[src/rtl/cp0_exc_ctrl_pkg.sv]
// CP0 exception controller shared definitions: Status/Cause field positions,
// ExcCode values, default exception vector and the sequencer state type.
package cp0_pkg;

  localparam int unsigned IE_BIT  = 0;
  localparam int unsigned EXL_BIT = 1;
  localparam int unsigned IM_HI   = 15;
  localparam int unsigned IM_LO   = 8;
  localparam int unsigned IP_HI   = 15;
  localparam int unsigned IP_LO   = 8;
  localparam int unsigned EXC_HI  = 6;
  localparam int unsigned EXC_LO  = 2;
  localparam int unsigned BD_BIT  = 31;

  localparam int unsigned EXC_W = 5;
  typedef logic [EXC_W-1:0] exc_code_t;

  localparam exc_code_t EXC_INT  = 5'd0;
  localparam exc_code_t EXC_ADEL = 5'd4;
  localparam exc_code_t EXC_SYS  = 5'd8;
  localparam exc_code_t EXC_RI   = 5'd10;
  localparam exc_code_t EXC_OV   = 5'd12;

  localparam logic [31:0] EXC_VECTOR_DEF = 32'h8000_0180;

  typedef enum logic [1:0] {
    ST_IDLE     = 2'd0,
    ST_FLUSH    = 2'd1,
    ST_REDIRECT = 2'd2
  } cp0_state_e;

endpackage

[src/rtl/cp0_exc_ctrl_if.sv]
// MEM-stage commit interface between the pipeline (master) and the CP0
// exception controller (slave): instruction status in, flush/redirect out.
interface cp0_exc_ctrl_if;
  import cp0_pkg::*;

  logic        mem_valid;
  logic [31:0] mem_pc;
  logic        mem_bd;
  logic        exc_valid;
  exc_code_t   exc_code;
  logic        eret;
  logic        mem_stall;
  logic        flush;
  logic        redirect_valid;
  logic [31:0] redirect_pc;

  modport master (
    output mem_valid, mem_pc, mem_bd, exc_valid, exc_code, eret, mem_stall,
    input  flush, redirect_valid, redirect_pc
  );

  modport slave (
    input  mem_valid, mem_pc, mem_bd, exc_valid, exc_code, eret, mem_stall,
    output flush, redirect_valid, redirect_pc
  );

endinterface

[src/rtl/cp0_exc_ctrl_int_sync.sv]
// Two-flop synchroniser for the asynchronous hardware interrupt lines.
module cp0_int_sync #(
  parameter int WIDTH = 6
) (
  input  logic             clk,
  input  logic             rst,
  input  logic [WIDTH-1:0] async_in,
  output logic [WIDTH-1:0] sync_out
);

  logic [WIDTH-1:0] meta_q;

  always_ff @(posedge clk) begin
    if (rst) begin
      meta_q   <= '0;
      sync_out <= '0;
    end else begin
      meta_q   <= async_in;
      sync_out <= meta_q;
    end
  end

endmodule

[src/rtl/cp0_exc_ctrl.sv]
// CP0 exception/interrupt controller at the MEM commit point: owns Cause/EPC,
// sequences commit -> flush -> redirect. Optional CP0_TIMER_EN adds Count/Compare.
module cp0_exc_ctrl
  import cp0_pkg::*;
#(
  parameter logic [31:0] EXC_VECTOR = EXC_VECTOR_DEF,
  parameter logic [31:0] RST_CAUSE  = 32'h0000_0000
) (
  input  logic          clk,
  input  logic          rst,
  input  logic [31:0]   status_q,
  output logic [31:0]   status_d,
  input  logic [5:0]    hw_int,
  cp0_exc_ctrl_if.slave pipe,
  input  logic          cause_we,
  input  logic [31:0]   cause_wdata,
  input  logic          compare_we,
  input  logic [31:0]   compare_wdata,
  output logic [31:0]   cause_q,
  output logic [31:0]   epc_q
);

  logic [5:0]  hw_sync;
  logic        ip7;
  logic [7:0]  ip;
  logic        bd_q;
  logic [1:0]  sw_ip_q;
  exc_code_t   exc_code_q;
  logic [31:0] target_q;
  logic        int_req;
  logic        commit_exc;
  logic        commit_eret;
  cp0_state_e  state_q, state_d;

  cp0_int_sync #(.WIDTH(6)) u_int_sync (
    .clk      (clk),
    .rst      (rst),
    .async_in (hw_int),
    .sync_out (hw_sync)
  );

`ifdef CP0_TIMER_EN
  logic [31:0] count_q;
  logic [31:0] compare_q;
  logic        timer_pend_q;
  logic        unused_hw5;

  // Timer pending takes the IP7 slot; a Compare write both reloads and acknowledges.
  always_ff @(posedge clk) begin
    if (rst) begin
      count_q      <= '0;
      compare_q    <= '1;
      timer_pend_q <= 1'b0;
    end else begin
      count_q <= count_q + 32'd1;
      if (compare_we) begin
        compare_q    <= compare_wdata;
        timer_pend_q <= 1'b0;
      end else if (count_q == compare_q) begin
        timer_pend_q <= 1'b1;
      end
    end
  end

  assign ip7        = timer_pend_q;
  assign unused_hw5 = hw_sync[5];
`else
  logic unused_timer;
  assign ip7          = hw_sync[5];
  assign unused_timer = ^{compare_we, compare_wdata};
`endif

  logic unused_cause_wdata;
  assign unused_cause_wdata = ^{cause_wdata[31:IP_LO+2], cause_wdata[IP_LO-1:0]};

  assign ip = {ip7, hw_sync[4:0], sw_ip_q};

  always_comb begin
    cause_q                 = '0;
    cause_q[BD_BIT]         = bd_q;
    cause_q[IP_HI:IP_LO]    = ip;
    cause_q[EXC_HI:EXC_LO]  = exc_code_q;
  end

  assign int_req = status_q[IE_BIT] & ~status_q[EXL_BIT]
                 & (|(ip & status_q[IM_HI:IM_LO])) & pipe.mem_valid;

  // Priority: interrupt > synchronous exception > eret; nothing commits while stalled.
  assign commit_exc  = (state_q == ST_IDLE) & ~pipe.mem_stall & (int_req | pipe.exc_valid);
  assign commit_eret = (state_q == ST_IDLE) & ~pipe.mem_stall & ~int_req & ~pipe.exc_valid
                     & pipe.eret;

  // NOTE: sequential state uses non-blocking assignments so every flop samples pre-edge values.
  always_ff @(posedge clk) begin
    if (rst) state_q <= ST_IDLE;
    else     state_q <= state_d;
  end

  always_comb begin
    state_d = state_q;
    case (state_q)
      ST_IDLE:     if (commit_exc | commit_eret) state_d = ST_FLUSH;
      ST_FLUSH:    state_d = ST_REDIRECT;
      ST_REDIRECT: state_d = ST_IDLE;
      default:     state_d = ST_IDLE;
    endcase
  end

  // NOTE: every output gets a default first, so no path through this block infers a latch.
  always_comb begin
    status_d            = status_q;
    pipe.flush          = 1'b0;
    pipe.redirect_valid = 1'b0;
    pipe.redirect_pc    = '0;
    case (state_q)
      ST_IDLE: begin
        if (commit_exc)       status_d[EXL_BIT] = 1'b1;
        else if (commit_eret) status_d[EXL_BIT] = 1'b0;
      end
      ST_FLUSH:    pipe.flush = 1'b1;
      ST_REDIRECT: begin
        pipe.flush          = 1'b1;
        pipe.redirect_valid = 1'b1;
        pipe.redirect_pc    = target_q;
      end
      default: ;
    endcase
  end

  // Software IP bits and the hardware BD/ExcCode fields are disjoint, so both may update together.
  always_ff @(posedge clk) begin
    if (rst) begin
      epc_q      <= '0;
      bd_q       <= RST_CAUSE[BD_BIT];
      sw_ip_q    <= RST_CAUSE[IP_LO+1:IP_LO];
      exc_code_q <= RST_CAUSE[EXC_HI:EXC_LO];
      target_q   <= '0;
    end else begin
      if (cause_we) sw_ip_q <= cause_wdata[IP_LO+1:IP_LO];
      if (commit_exc) begin
        epc_q      <= pipe.mem_bd ? (pipe.mem_pc - 32'd4) : pipe.mem_pc;
        bd_q       <= pipe.mem_bd;
        exc_code_q <= int_req ? EXC_INT : pipe.exc_code;
        target_q   <= EXC_VECTOR;
      end else if (commit_eret) begin
        target_q   <= epc_q;
      end
    end
  end

endmodule
[src/flat_wrapper.sv]
// flat-port wrapper written by rule: the top's interface ports become plain ports
module cp0_exc_ctrl_flat import cp0_pkg::*;
#(
  parameter logic [31:0] EXC_VECTOR = EXC_VECTOR_DEF,
  parameter logic [31:0] RST_CAUSE  = 32'h0000_0000
)
  (clk, rst, status_q, status_d, hw_int, cause_we, cause_wdata, compare_we, compare_wdata, cause_q, epc_q, pipe_mem_valid, pipe_mem_pc, pipe_mem_bd, pipe_exc_valid, pipe_exc_code, pipe_eret, pipe_mem_stall, pipe_flush, pipe_redirect_valid, pipe_redirect_pc);
  cp0_exc_ctrl_if pipe_i ();
  input  logic clk;
  input  logic rst;
  input  logic [31:0] status_q;
  output logic [31:0] status_d;
  input  logic [5:0] hw_int;
  input  logic cause_we;
  input  logic [31:0] cause_wdata;
  input  logic compare_we;
  input  logic [31:0] compare_wdata;
  output logic [31:0] cause_q;
  output logic [31:0] epc_q;
  input wire logic [$bits(pipe_i.mem_valid)-1:0] pipe_mem_valid;
  input wire logic [$bits(pipe_i.mem_pc)-1:0] pipe_mem_pc;
  input wire logic [$bits(pipe_i.mem_bd)-1:0] pipe_mem_bd;
  input wire logic [$bits(pipe_i.exc_valid)-1:0] pipe_exc_valid;
  input wire logic [$bits(pipe_i.exc_code)-1:0] pipe_exc_code;
  input wire logic [$bits(pipe_i.eret)-1:0] pipe_eret;
  input wire logic [$bits(pipe_i.mem_stall)-1:0] pipe_mem_stall;
  output wire logic [$bits(pipe_i.flush)-1:0] pipe_flush;
  output wire logic [$bits(pipe_i.redirect_valid)-1:0] pipe_redirect_valid;
  output wire logic [$bits(pipe_i.redirect_pc)-1:0] pipe_redirect_pc;
  assign pipe_i.mem_valid = pipe_mem_valid;
  assign pipe_i.mem_pc = pipe_mem_pc;
  assign pipe_i.mem_bd = pipe_mem_bd;
  assign pipe_i.exc_valid = pipe_exc_valid;
  assign pipe_i.exc_code = pipe_exc_code;
  assign pipe_i.eret = pipe_eret;
  assign pipe_i.mem_stall = pipe_mem_stall;
  assign pipe_flush = pipe_i.flush;
  assign pipe_redirect_valid = pipe_i.redirect_valid;
  assign pipe_redirect_pc = pipe_i.redirect_pc;
  cp0_exc_ctrl #(.EXC_VECTOR(EXC_VECTOR), .RST_CAUSE(RST_CAUSE)) u_core (.clk(clk), .rst(rst), .status_q(status_q), .status_d(status_d), .hw_int(hw_int), .pipe(pipe_i), .cause_we(cause_we), .cause_wdata(cause_wdata), .compare_we(compare_we), .compare_wdata(compare_wdata), .cause_q(cause_q), .epc_q(epc_q));
endmodule
[config.mk]
export PLATFORM = sky130hd
export DESIGN_NAME = cp0_exc_ctrl_flat
export DESIGN_NICKNAME = d
export VERILOG_FILES = /design/src/rtl/cp0_exc_ctrl_pkg.sv /design/src/rtl/cp0_exc_ctrl_if.sv /design/src/rtl/cp0_exc_ctrl_int_sync.sv /design/src/rtl/cp0_exc_ctrl.sv /design/src/flat_wrapper.sv
export SDC_FILE = /design/constraint.sdc
export NUM_CORES = 1
export LEC_CHECK = 0
export CAP_MARGIN = 20
export CELL_PAD_IN_SITES_DETAIL_PLACEMENT = 1
export CELL_PAD_IN_SITES_GLOBAL_PLACEMENT = 1
export CORE_AREA = 2 2 106 108
export DETAILED_ROUTE_END_ITERATION = 7
export DIE_AREA = 0 0 108 110
export DONT_BUFFER_PORTS = 1
export PLACE_DENSITY = 0.7
export SYNTH_ARGS = -nofsm -noshare
export SYNTH_HDL_FRONTEND = slang
export SYNTH_SLANG_ARGS = --single-unit
[constraint.sdc]
create_clock -name clk -period 4 [get_ports clk]
set_clock_uncertainty 0.15 [all_clocks]
set_input_delay 0.2 -clock clk [delete_from_list [all_inputs] [get_ports clk]]
set_output_delay 0.2 -clock clk [all_outputs]
set_load 0.01 [all_outputs]
==> flow_metrics.py <==
metrics = {
    "power": {
        "seq_power_share": 0.535,
        "power.share.clock": 0.257,
        "finalPower_mw": 1.99,
        "leakage_nw": 1.89,
        "netSwitchingPower_mw": 0.658,
        "internal_power_mw": 1.34,
        "netSwitchingFraction": 0.330,
        "power_density_nw_per_um2": 423,
        "ir_worst_vdd_mv": 0.154,
        "p_comb_frac": 0.208,
    },
    "clock_network": {
        "ctsHtreeMaxLevel": 3,
        "clk_latency_ns": 0.36,
        "clock_path_buffers": 2,
        "clock-root-buffer": "clkbuf_8",
        "clkTransAtPathRegs_ns": 0.08,
        "cts_tree": "yes",
        "cts_buffers": 9,
        "cts_sinks": 86,
        "postCtsSetupRepairBufs": 0,
    },
    "critical_path": {
        "r2r-start": "u_core.u_int_sync.sync_out[0]",
        "critPathRequiredTime_ns": 4.16,
        "timing.rr.end": "u_core.epc_q[4]",
        "end_kind": "flop",
        "worstPathMaxFanout": 68,
        "cp.arrival_ns": 3.05,
        "start_kind": "flop",
        "crit_type": "reg -> reg",
        "rrSetupSlack_ns": 1.11,
        "r2r_cells": 7,
    },
    "placed_design": {
        "dp.final_hpwl_mm": 7.67,
        "port_buffers": 0,
        "preCtsSetupSlack_ns": 1.50,
        "place.gp.congestion": 0.803,
        "place_inst": 536,
    },
    "floorplan": {
        "row_count": 38,
        "die_area_sq_um": 11900,
        "io_pins": 278,
        "initial_core_util": 0.391,
        "core_area_sq_um": 10700,
        "die_y_um": 110,
        "die_w_um": 108,
    },
    "worst_hold_path": {
        "hp-class": "in -> reg",
        "min_to": "u_core.exc_code_q[0]",
        "hp-start": "rst",
        "hold_depth": 2,
    },
    "route": {
        "wl_mm": 11.8,
        "drt-initial-drc-count": 68,
        "drtPass1Iterations": 4,
        "dr_total_vias": 3208,
        "wl_per_cell_um": 19.5,
        "ant_nets": 0,
        "vias_per_cell": 5.28,
        "drc": 0,
    },
    "final_layout": {
        "layout_commonest_cell": "dfxtp_1",
        "final_cell_mix": "86 x dfxtp_1, 58 x dlygate4sd3_1, 50 x nor2_1, 34 x mux2i_1, 32 x and2_1",
        "drive_gt1_frac": 0.0662,
        "final_cells": 608,
        "area_growth_pct": 12.6,
        "final_nets": 619,
        "n_antenna_cell": 0,
    },
    "yosys": {
        "synth_area_per_cell_sq_um": 9.28,
        "ys_ff_latch": 86,
        "syn-cell-area_sq_um": 4190,
        "synth_top_area_frac": 0.411,
        "ys_seq_area_frac": 0.411,
        "synthesis.instances": 451,
        "async_reset_ff_frac": 0,
        "yosysWarnings": 0,
        "netlist-cell-type-count": 45,
        "synthTopCellsByArea": "dfxtp_1 41%, buf_4 9.0%, mux2i_1 8.1%, xnor2_1 5.2%, and2_1 4.8%",
        "ys.flop_type": "dfxtp_1",
        "yosys.area.top_type": "dfxtp_1",
        "synth_edf_count": 0,
    },
    "run_status": {
        "status": "finished, final reports clean",
    },
    "timing": {
        "hold_violations": 0,
        "finalSetupTns_ns": 0,
        "rsz0062_at_grt": "no",
        "fmax_mhz": 346,
        "max_slew_margin": 0.476,
        "setup_viol": 0,
        "drv_slew": 0,
        "worst_slack_ns": 1.11,
        "fin_crit_sh": 0.722,
        "tightest_slew_ns": 0.786,
        "finalCriticalPeriod_ns": 2.89,
    },
    "job": {
        "drv_cap": 0,
    },
    "global_route": {
        "grt_max_degree": 69,
        "grt_pass1_wl_mm": 18.2,
        "track_usage": 0.200,
        "antenna_found_initial": 0,
        "first_global_vias": 3489,
        "grt.overflow.total": 0,
    },
}
how the worst max path moves through the flow:
stage / from / end / slack [ns] / cells past startpoint
floorplan: u_core.state_q[0] / status_d[1] / 1.58 / 7
global placement: u_core.sw_ip_q[1] / u_core.exc_code_q[3] / 1.56 / 6
detailed placement: u_core.u_int_sync.sync_out[0] / u_core.exc_code_q[2] / 1.50 / 6
CTS: u_core.u_int_sync.sync_out[0] / u_core.epc_q[4] / 1.13 / 7
global route: u_core.state_q[0] / u_core.epc_q[8] / 0.88 / 8
finish: u_core.u_int_sync.sync_out[0] / u_core.epc_q[4] / 1.11 / 7
per-stage QoR:
stage               hold slack [ns]  utilization  area [sq um]
floorplan                     0.176            -          4250
global placement              0.128        0.371          3970
detailed placement            0.131        0.371          3970
CTS                          0.0125        0.439          4700
global route                 0.0372        0.440          4710
finish                       0.0462        0.440          4710
synth_stat cells (6+ instances only):
cell and number:
dfxtp_1 86, buf_4 50, nor2_1 50, mux2i_1 34, and2_1 32, xnor2_1 25, a21oi_1 21, clkbuf_1 21
o21ai_0 21, nor2b_1 13, nor3_1 10, a211oi_1 7, or3_1 7, inv_1 6
worst max-delay path, cell delays in order, from the launching register on:
cell and delay [ns]:
dfxtp_1 0.39, a22oi_1 0.15, and4_1 0.29, o41ai_2 0.32, buf_4 0.60, nor2_1 0.09, a311oi_1 0.24, dlygate4sd3_1 0.58
power groups by stage:
stage                     registers, mW  clock network (mW)  logic (mW)
final                              1.07               0.512       0.415
after global routing               1.08               0.566       0.463
after CTS                          1.07               0.533       0.413
after detailed placement           1.09                   0       0.352
after global placement             1.09                   0       0.334
after floorplan                    1.05                   0       0.321
flip-flops by register name, indices dropped and copies added (netlist names):
name / cells
u_core.exc_code_q: 5
u_core.epc_q: 32
u_core.sw_ip_q: 2
u_core.target_q: 32
u_core.u_int_sync.sync_out: 6
u_core.state_q: 2
u_core.bd_q: 1
u_core.u_int_sync.meta_q: 6
logic make-up after synthesis:
group / count (synthesis) / synth area share
and+or+nand+nor: 144 / 0.199
DFF: 86 / 0.411
buffers and inverters: 81 / 0.123
AOI/OAI and AO/OA: 72 / 0.110
muxes: 35 / 0.0840
xor gates and xnor gates: 27 / 0.0565
adders and majority gates: 5 / 0.0149
other: 1 / 0.000896
metal layers:
layer | track usage | part of all wire | vias up | wire length, um
met4 | 0.0962 | 0.022 | 0 | 261
met2 | 0.358 | 0.50 | 139 | 5930
met5 | 0 | 0 | - | 0
met3 | 0.0658 | 0.081 | 28 | 963
li1 | - | - | 1508 | -
met1 | 0.213 | 0.39 | 1533 | 4670
area by class of cell:
cell class                      count  area, sq um
Fill cell                        1245         5990
Clock buffer                       11          131
Timing Repair Buffer               62          618
Clock inverter                      2         12.5
Sequential cell                    86         1720
Multi-Input combinational cell    301         2030
Inverter                            6         22.5
Tap cell                          140          175
what timing repair did:
action | CTS | global route
hold endpoints to repair | 54 | 0
hold buffers | 58 | 0
resized for setup | 0 | 0
Power figures use the tool's default switching activity.
